### config.mk
export PLATFORM = sky130hd
export DESIGN_NAME = blue_diamond_collect
export DESIGN_NICKNAME = d
export VERILOG_FILES = /design/src/rtl/diamond_pkg.sv /design/src/rtl/bbox_overlap.sv /design/src/rtl/blue_diamond_collect.sv
export SDC_FILE = /design/constraint.sdc
export NUM_CORES = 1
export LEC_CHECK = 0
export BUFFER_PORTS_ARGS = -buffer_cell sky130_fd_sc_hd__buf_2
export CAP_MARGIN = 20
export CORE_MARGIN = 1
export CORE_UTILIZATION = 50
export DETAILED_ROUTE_END_ITERATION = 16
export PLACE_DENSITY_LB_ADDON = 0.25
export SLEW_MARGIN = 40
export SYNTH_ARGS = -nofsm -noshare
export SYNTH_HDL_FRONTEND = slang
export SYNTH_SLANG_ARGS = --single-unit
### constraint.sdc
create_clock -name Clk -period 3.55 [get_ports Clk]
set_input_delay 0.71 -clock Clk [delete_from_list [all_inputs] [get_ports Clk]]
set_output_delay 0.71 -clock Clk [all_outputs]
set_load 0.01 [all_outputs]
### src/rtl/diamond_pkg.sv
// Level-1 blue diamond placement table, sprite size and the collection scan FSM encoding.
// Shared by the collection tracker and, later, the red diamond and hazard trackers.
package diamond_pkg;

    localparam int BLUE_DIAM_NUM = 4;
    localparam int DIAM_SIZE     = 20;

    localparam logic [9:0] BLUE_DIAM_X [BLUE_DIAM_NUM] = '{10'd458, 10'd120, 10'd300, 10'd560};
    localparam logic [9:0] BLUE_DIAM_Y [BLUE_DIAM_NUM] = '{10'd408, 10'd300, 10'd180, 10'd60};

    typedef enum logic [1:0] {
        IDLE = 2'd0,
        SCAN = 2'd1,
        DONE = 2'd2
    } diam_scan_t;

endpackage

### src/rtl/bbox_overlap.sv
// Combinational axis-aligned box overlap test between two top-left-anchored boxes.
// Touching edges are not an overlap; 11-bit sums keep corner+size from wrapping.
module bbox_overlap #(
    parameter int A_W = 20,
    parameter int A_H = 28,
    parameter int B_W = 20,
    parameter int B_H = 20
) (
    input  logic [9:0] i_a_x,
    input  logic [9:0] i_a_y,
    input  logic [9:0] i_b_x,
    input  logic [9:0] i_b_y,
    output logic       o_hit
);

    logic [10:0] w_ax;
    logic [10:0] w_ay;
    logic [10:0] w_bx;
    logic [10:0] w_by;

    assign w_ax = {1'b0, i_a_x};
    assign w_ay = {1'b0, i_a_y};
    assign w_bx = {1'b0, i_b_x};
    assign w_by = {1'b0, i_b_y};

    assign o_hit = (w_ax < w_bx + 11'(B_W)) &&
                   (w_bx < w_ax + 11'(A_W)) &&
                   (w_ay < w_by + 11'(B_H)) &&
                   (w_by < w_ay + 11'(A_H));

endmodule

### src/rtl/blue_diamond_collect.sv
// Once per frame, scans the blue diamond table against the water player's box and latches eaten flags.
// A scan takes NUM_DIAM+1 cycles; frame strobes arriving while a scan is running are dropped.
module blue_diamond_collect
    import diamond_pkg::*;
#(
    parameter int NUM_DIAM = BLUE_DIAM_NUM,
    parameter int PLAYER_W = 20,
    parameter int PLAYER_H = 28
) (
    input  logic                Clk,
    input  logic                Reset,
    input  logic                frame_clk,
    input  logic                level_restart,
    input  logic [9:0]          water_x,
    input  logic [9:0]          water_y,
    output logic [NUM_DIAM-1:0] is_diamond_eat,
    output logic [3:0]          eat_count,
    output logic                collect_pulse,
    output logic                scan_busy
);

    localparam int IDX_W = (NUM_DIAM > 1) ? $clog2(NUM_DIAM) : 1;

    logic                r_sync0;
    logic                r_sync1;
    logic                r_sync1_d;
    logic                r_frame_edge;

    diam_scan_t          r_state;
    logic [IDX_W-1:0]    r_idx;
    logic [9:0]          r_px;
    logic [9:0]          r_py;
    logic [NUM_DIAM-1:0] r_eaten;
    logic [3:0]          r_count;
    logic                r_pulse;

    logic                w_hit;

    // frame_clk is asynchronous to Clk: two-flop synchronizer, then a registered rising-edge strobe.
    always_ff @(posedge Clk) begin
        if (Reset) begin
            r_sync0      <= 1'b0;
            r_sync1      <= 1'b0;
            r_sync1_d    <= 1'b0;
            r_frame_edge <= 1'b0;
        end else begin
            r_sync0      <= frame_clk;
            r_sync1      <= r_sync0;
            r_sync1_d    <= r_sync1;
            r_frame_edge <= r_sync1 & ~r_sync1_d;
        end
    end

    bbox_overlap #(
        .A_W (PLAYER_W),
        .A_H (PLAYER_H),
        .B_W (DIAM_SIZE),
        .B_H (DIAM_SIZE)
    ) u_overlap (
        .i_a_x (r_px),
        .i_a_y (r_py),
        .i_b_x (BLUE_DIAM_X[r_idx]),
        .i_b_y (BLUE_DIAM_Y[r_idx]),
        .o_hit (w_hit)
    );

    always_ff @(posedge Clk) begin
        if (Reset || level_restart) begin
            r_state <= IDLE;
            r_idx   <= '0;
            r_px    <= '0;
            r_py    <= '0;
            r_eaten <= '0;
            r_count <= '0;
            r_pulse <= 1'b0;
        end else begin
            r_pulse <= 1'b0;
            case (r_state)
                IDLE: begin
                    if (r_frame_edge) begin
                        r_idx   <= '0;
                        r_px    <= water_x;
                        r_py    <= water_y;
                        r_state <= SCAN;
                    end
                end
                SCAN: begin
                    // Already-eaten diamonds are skipped so revisiting one never re-pulses.
                    if (w_hit && !r_eaten[r_idx]) begin
                        r_eaten[r_idx] <= 1'b1;
                        r_pulse        <= 1'b1;
                        if (r_count < 4'(NUM_DIAM)) begin
                            r_count <= r_count + 4'd1;
                        end
                    end
                    if (r_idx == IDX_W'(NUM_DIAM - 1)) begin
                        r_state <= DONE;
                    end else begin
                        r_idx <= r_idx + 1'b1;
                    end
                end
                DONE: begin
                    r_state <= IDLE;
                end
                default: begin
                    r_state <= IDLE;
                end
            endcase
        end
    end

    assign is_diamond_eat = r_eaten;
    assign eat_count      = r_count;
    assign collect_pulse  = r_pulse;
    assign scan_busy      = (r_state != IDLE);

endmodule

# == Yosys cells after proc, flatten, opt, wreduce, memory -nomap -nowiden ==
# Index checks and enable logic that the tools add are counted.
# classes
n_addsub,6
magnitude_cmp,8
n_eq_ne,5
n_mux,17
bitwise,5
n_reduce_logical,16
# ops
operator,n
$add 10x5->11 const B,4
$lt 10x11->1,4
$bmux 10 s2,2
$mux 10,4
$mux 2,4
$pmux 2 s2,2
$ne 2x2->1 const B,3
$reduce_and 2->1,3
$reduce_and 3->1,2
$logic_and 1x1->1,5
$add 4x1->4 const B,1
$lt 4x3->1 const B,1
$or 4x4->4,1
$reduce_bool 2->1,2
$ge 3x3->1 const B,1
$lt 2x3->1 const B,1
$mux 1,3
$not 2->3,1
$add 2x1->2 const B,1
$bmux 1 s2,1
$demux 1 s2,1
$eq 2x1->1 const B,1
$eq 2x2->1 const B,1
$ge 2x1->1 const B,1
6 further kinds,7
# word_totals
regBits,37
in_bits,24
output_inout_bits,10
word_cells,68

# == Logic depth before layout (Yosys ltp) ==
# depth
depth_word,11
ltp_mapped,13
ltp_nobuf,13

# == Modules after synthesis ==
# Synthesis repeated with hierarchy kept, for this count alone.
# unflattened
cells_unflattened,334
area_unflattened_um2,2738.9
# modules_own_cells
module,n_inst,cells_each,area_per_inst_um2,seq_area_each_um2
blue_diamond_collect,1,174,1500.2,740.7
bbox_overlap,1,160,1238.7,0.0

# == Worst setup path after synthesis ==
# OpenSTA, ideal clock, no wires.
# synth_path
kind,flip-flop to flip-flop
start,register r_idx[1]
end,register r_count[0] (netlist: eat_count[0])
arrival_ps,2939
t_required_ps,3478
path_slack_ps,539
stages_incl_launch_ff,13
n_path_buf,0
period_less_slack_ps,3011
path_cell_list,dfxtp_1 > inv_1 > ha_1 > inv_1 > a21oi_1 > o32ai_1 > ha_1 > a21o_1 > a21oi_1 > nor2_1 > or4b_4 > nor4_4 > mux2i_1
# synth_between
elab_chain_cells,11
word_cells_on_any_way,21
classes_between,add/sub: 2; order compare: 4; mux: 8; bitwise: 1; reduce/logical: 6
# synth_lines
item,line,text
from (decl),blue_diamond_collect.sv:30,logic [IDX_W-1:0] r_idx;
from (signal assigned),blue_diamond_collect.sv:99,r_idx <= r_idx + 1'b1;
$not 2->3 (implied by the code),"blue_diamond_collect.sv:62, blue_diamond_collect.sv:63",
$bmux 10 s2,blue_diamond_collect.sv:62,".i_b_x (BLUE_DIAM_X[r_idx]),"
$mux 10 (implied by the code) (2 in a row),blue_diamond_collect.sv:62,
$add 10x5->11,bbox_overlap.sv:26,assign o_hit = (w_ax < w_bx + 11'(B_W)) &&
$lt 10x11->1,bbox_overlap.sv:26,
$logic_and 1x1->1,bbox_overlap.sv:26,
$logic_and 1x1->1,bbox_overlap.sv:27,(w_bx < w_ax + 11'(A_W)) &&
$logic_and 1x1->1,bbox_overlap.sv:28,(w_ay < w_by + 11'(B_H)) &&
$logic_and 1x1->1 (*),blue_diamond_collect.sv:89,if (w_hit && !r_eaten[r_idx]) begin
$reduce_and 3->1 (no source line) (*),n/a,
to (signal assigned),blue_diamond_collect.sv:93,r_count <= r_count + 4'd1;
to (decl),blue_diamond_collect.sv:34,logic [3:0] r_count;
# Every way passes the cells marked *; elsewhere a longest branch is shown, timed or not. The select of a mux whose other input is x is not followed.
# A chain may end at the register's enable or synchronous reset.

# == Worst setup path after layout ==
# Same ends and word-level chain as after synthesis.

==> flow_summary.json <==
{
  "status": "finished, final reports clean",
  "cp_data_required_time_ns": 3.78,
  "fin_crit_sh_pct": 84.2,
  "grt_pass1_vias": 1897,
  "syn-mean-instance-area_um2": 8.57,
  "yosys_most_used_dff": "dfxtp_1",
  "netlist_instances": 284,
  "cts_max_path_buffers": 2,
  "seq_area_frac_synth_pct": 30.4,
  "clock.fmax_ghz": 0.334,
  "layout-drive-gt1-share_pct": 16.6,
  "core-area_um2": 4690,
  "overflow": 0,
  "max_cap_viol_count": 0,
  "cp_max_fo": 7,
  "tightest_slew_ns": 0.731,
  "drt-total-wl_um": 5210,
  "arrival_ns": 3.22,
  "synth_edf_count": 0,
  "root_buffer": "clkbuf_8",
  "die_h_um": 71.8,
  "ys_async_sr_fraction_pct": 0,
  "relSlewSlack_pct": 51.2,
  "hold_start": "r_sync1_d$_SDFF_PP0_",
  "grt_antenna_before_repair": 0,
  "grt_use_total_pct": 22.7,
  "ys_warn_count": 0,
  "switchingPower_uw": 176,
  "grt_start_max_net_pins": 27,
  "sequentialPowerShare_pct": 55.0,
  "hpwl_um": 3880,
  "powerDensity_nw_per_um2": 279,
  "antenna_left": 0,
  "path_class": "register to register",
  "worst_setup_path_start_kind": "register",
  "p_leak_uw": 0.00119,
  "syn_area_um2": 2430,
  "swShare_pct": 23.0,
  "synth_nets": 349,
  "area_growth_pct": 12.8,
  "rsz0062_at_grt": "no",
  "final_common_cell": "nand2_1",
  "ys_seq_elements": 37,
  "cts_tree": "done",
  "cts_sinks": 37,
  "drtIter0Drc": 119,
  "initial_core_util_pct": 51.9,
  "final_cell_mix": "nand2_1, ha_1, dfxtp_1",
  "post-cts-setup-buffers": 0,
  "clock_skew_ns": 0.0103,
  "synth_top_area_share_pct": 30.4,
  "crit_start": "r_idx[1]$_SDFFE_PP0P_",
  "io_pins": 34,
  "yosysTopAreaCell": "dfxtp_1",
  "drc": 0,
  "peakVddDrop_v": 0.000195,
  "synth.distinct_cells": 46,
  "grt_pass1_wl_um": 9090,
  "die_w_um": 71.8,
  "cp-end-kind": "register",
  "dr.pass1.iters": 4,
  "clk_pin_slew_ns": 0.08,
  "power_frac_comb_pct": 5.6,
  "fin_setup_tns_ns": 0,
  "slew_violations": 0,
  "hold_path.class": "register to register",
  "rows": 25,
  "cts-htree-levels": 2,
  "hold_viol_final": 0,
  "finalSetupViolCount": 0,
  "via_count": 2080,
  "ys_top_cells_by_area": "dfxtp_1, ha_1, nand2_1",
  "layout.nets": 384,
  "num_antenna_cells": 0,
  "insertion_delay_ns": 0.30,
  "dieArea_um2": 5150,
  "cts_resized": 0,
  "io_buffers": 33,
  "r2r-start": "r_idx[1]$_SDFFE_PP0P_",
  "internal_power_uw": 591,
  "via_per_inst": 5.58,
  "cts-hold-fix-buffers": 0,
  "period_minus_slack_ns": 2.99,
  "whs_ns": 0.371,
  "wl_per_cell_um": 14.0,
  "p_clk_share_pct": 39.4,
  "cts_buffers": 5,
  "gp_congestion": 0.843
}
## critical path: stages, from the launching register on
cell and delay, ns:
dfxtp_1 0.33, inv_1 0.14, ha_1 0.23, inv_1 0.18, nand2_1 0.20, o32ai_1 0.21
ha_1 0.31, nand3_1 0.12, o31a_1 0.21, nand3b_4 0.09, or4b_4 0.50, nor4_4 0.21
mux2i_1 0.21
## power by group through the flow
| stage | Combinational [µW] | Sequential (µW) | Clock [µW] |
|---|---|---|---|
| floorplan | 24.8 | 430 | 0 |
| global placement | 42.1 | 431 | 0 |
| detailed placement | 42.7 | 432 | 0 |
| CTS | 43.0 | 422 | 309 |
| global route | 49.3 | 422 | 328 |
| finish | 42.7 | 422 | 302 |
## path summary, 6_finish.rpt
kind,endpoint,slack [ns],cells past startpoint
setup / recovery,eat_count[0]$_SDFFE_PP0P_,0.56,12
hold / removal,r_frame_edge$_SDFF_PP0_,0.37,1
setup reg to reg,eat_count[0]$_SDFFE_PP0P_,0.56,12
hold reg to reg,r_frame_edge$_SDFF_PP0_,0.37,1
## final cells by class
type	instances	area, µm²
Timing Repair Buffer	36	188
Clock buffer	6	82.6
Inverter	14	52.6
Fill cell	429	1950
Multi-Input combinational cell	225	1610
Sequential cell	37	741
Tap cell	54	67.6
Clock inverter	1	7.51
## cell usage after synthesis (all sizes together), types with 2 or more instances
| cell | instances |
|---|---|
| nor2b | 7 |
| clkbuf | 7 |
| nand2b | 2 |
| nand2 | 55 |
| a31oi | 2 |
| or3 | 2 |
| a32o | 4 |
| o211ai | 4 |
| xor2 | 7 |
| ha | 41 |
| dfxtp | 37 |
| mux2i | 3 |
| a21oi | 35 |
| nor3 | 5 |
| o21ai | 6 |
| and2 | 4 |
| nor2 | 14 |
| a21o | 3 |
| mux2 | 2 |
| inv | 14 |
| a22oi | 2 |
| xnor2 | 4 |
| nand3 | 3 |
## logic make-up (layout without fill, tap and decap cells)
| kind of cell | count (synthesis) | count (layout) | share of synthesized area, % |
|---|---|---|---|
| buffers and inverters | 22 | 57 | 3.55 |
| DFF | 37 | 37 | 30.4 |
| and+or+nand+nor | 101 | 101 | 20.3 |
| muxes | 6 | 6 | 3.08 |
| AOI/OAI and AO/OA | 66 | 66 | 17.6 |
| xor gates and xnor gates | 11 | 11 | 3.96 |
| adders and majority gates | 41 | 41 | 21.1 |
## registers in the layout, summed over array words and instances (netlist names)
signal	flops
r_px	10
r_py	10
eat_count	4
is_diamond_eat	4
r_idx	2
r_state	2
collect_pulse	1
r_frame_edge	1
r_sync0	1
r_sync1	1
r_sync1_d	1
## metrics by stage
stage | util (%) | instance area (µm²) | total power, µW | worst slack (ns) | cells
floorplan | - | 2430 | 455 | 0.539 | 284
global placement | 56.6 | 2660 | 474 | 0.617 | 366
detailed placement | 56.6 | 2660 | 474 | 0.573 | 366
CTS | 58.5 | 2750 | 774 | 0.555 | 373
global route | 58.5 | 2750 | 800 | 0.345 | 373
finish | 58.5 | 2750 | 767 | 0.559 | 373
## per-layer routing
layer	global-route usage, %	part of all wire (%)	vias up
met3	4.78	4.8	7
met4	7.84	1.2	0
li1	-	-	1069
met2	37.3	45	49
met5	0	0	-
met1	29.6	49	955
Note: power is estimated with default switching activity, not from simulation.
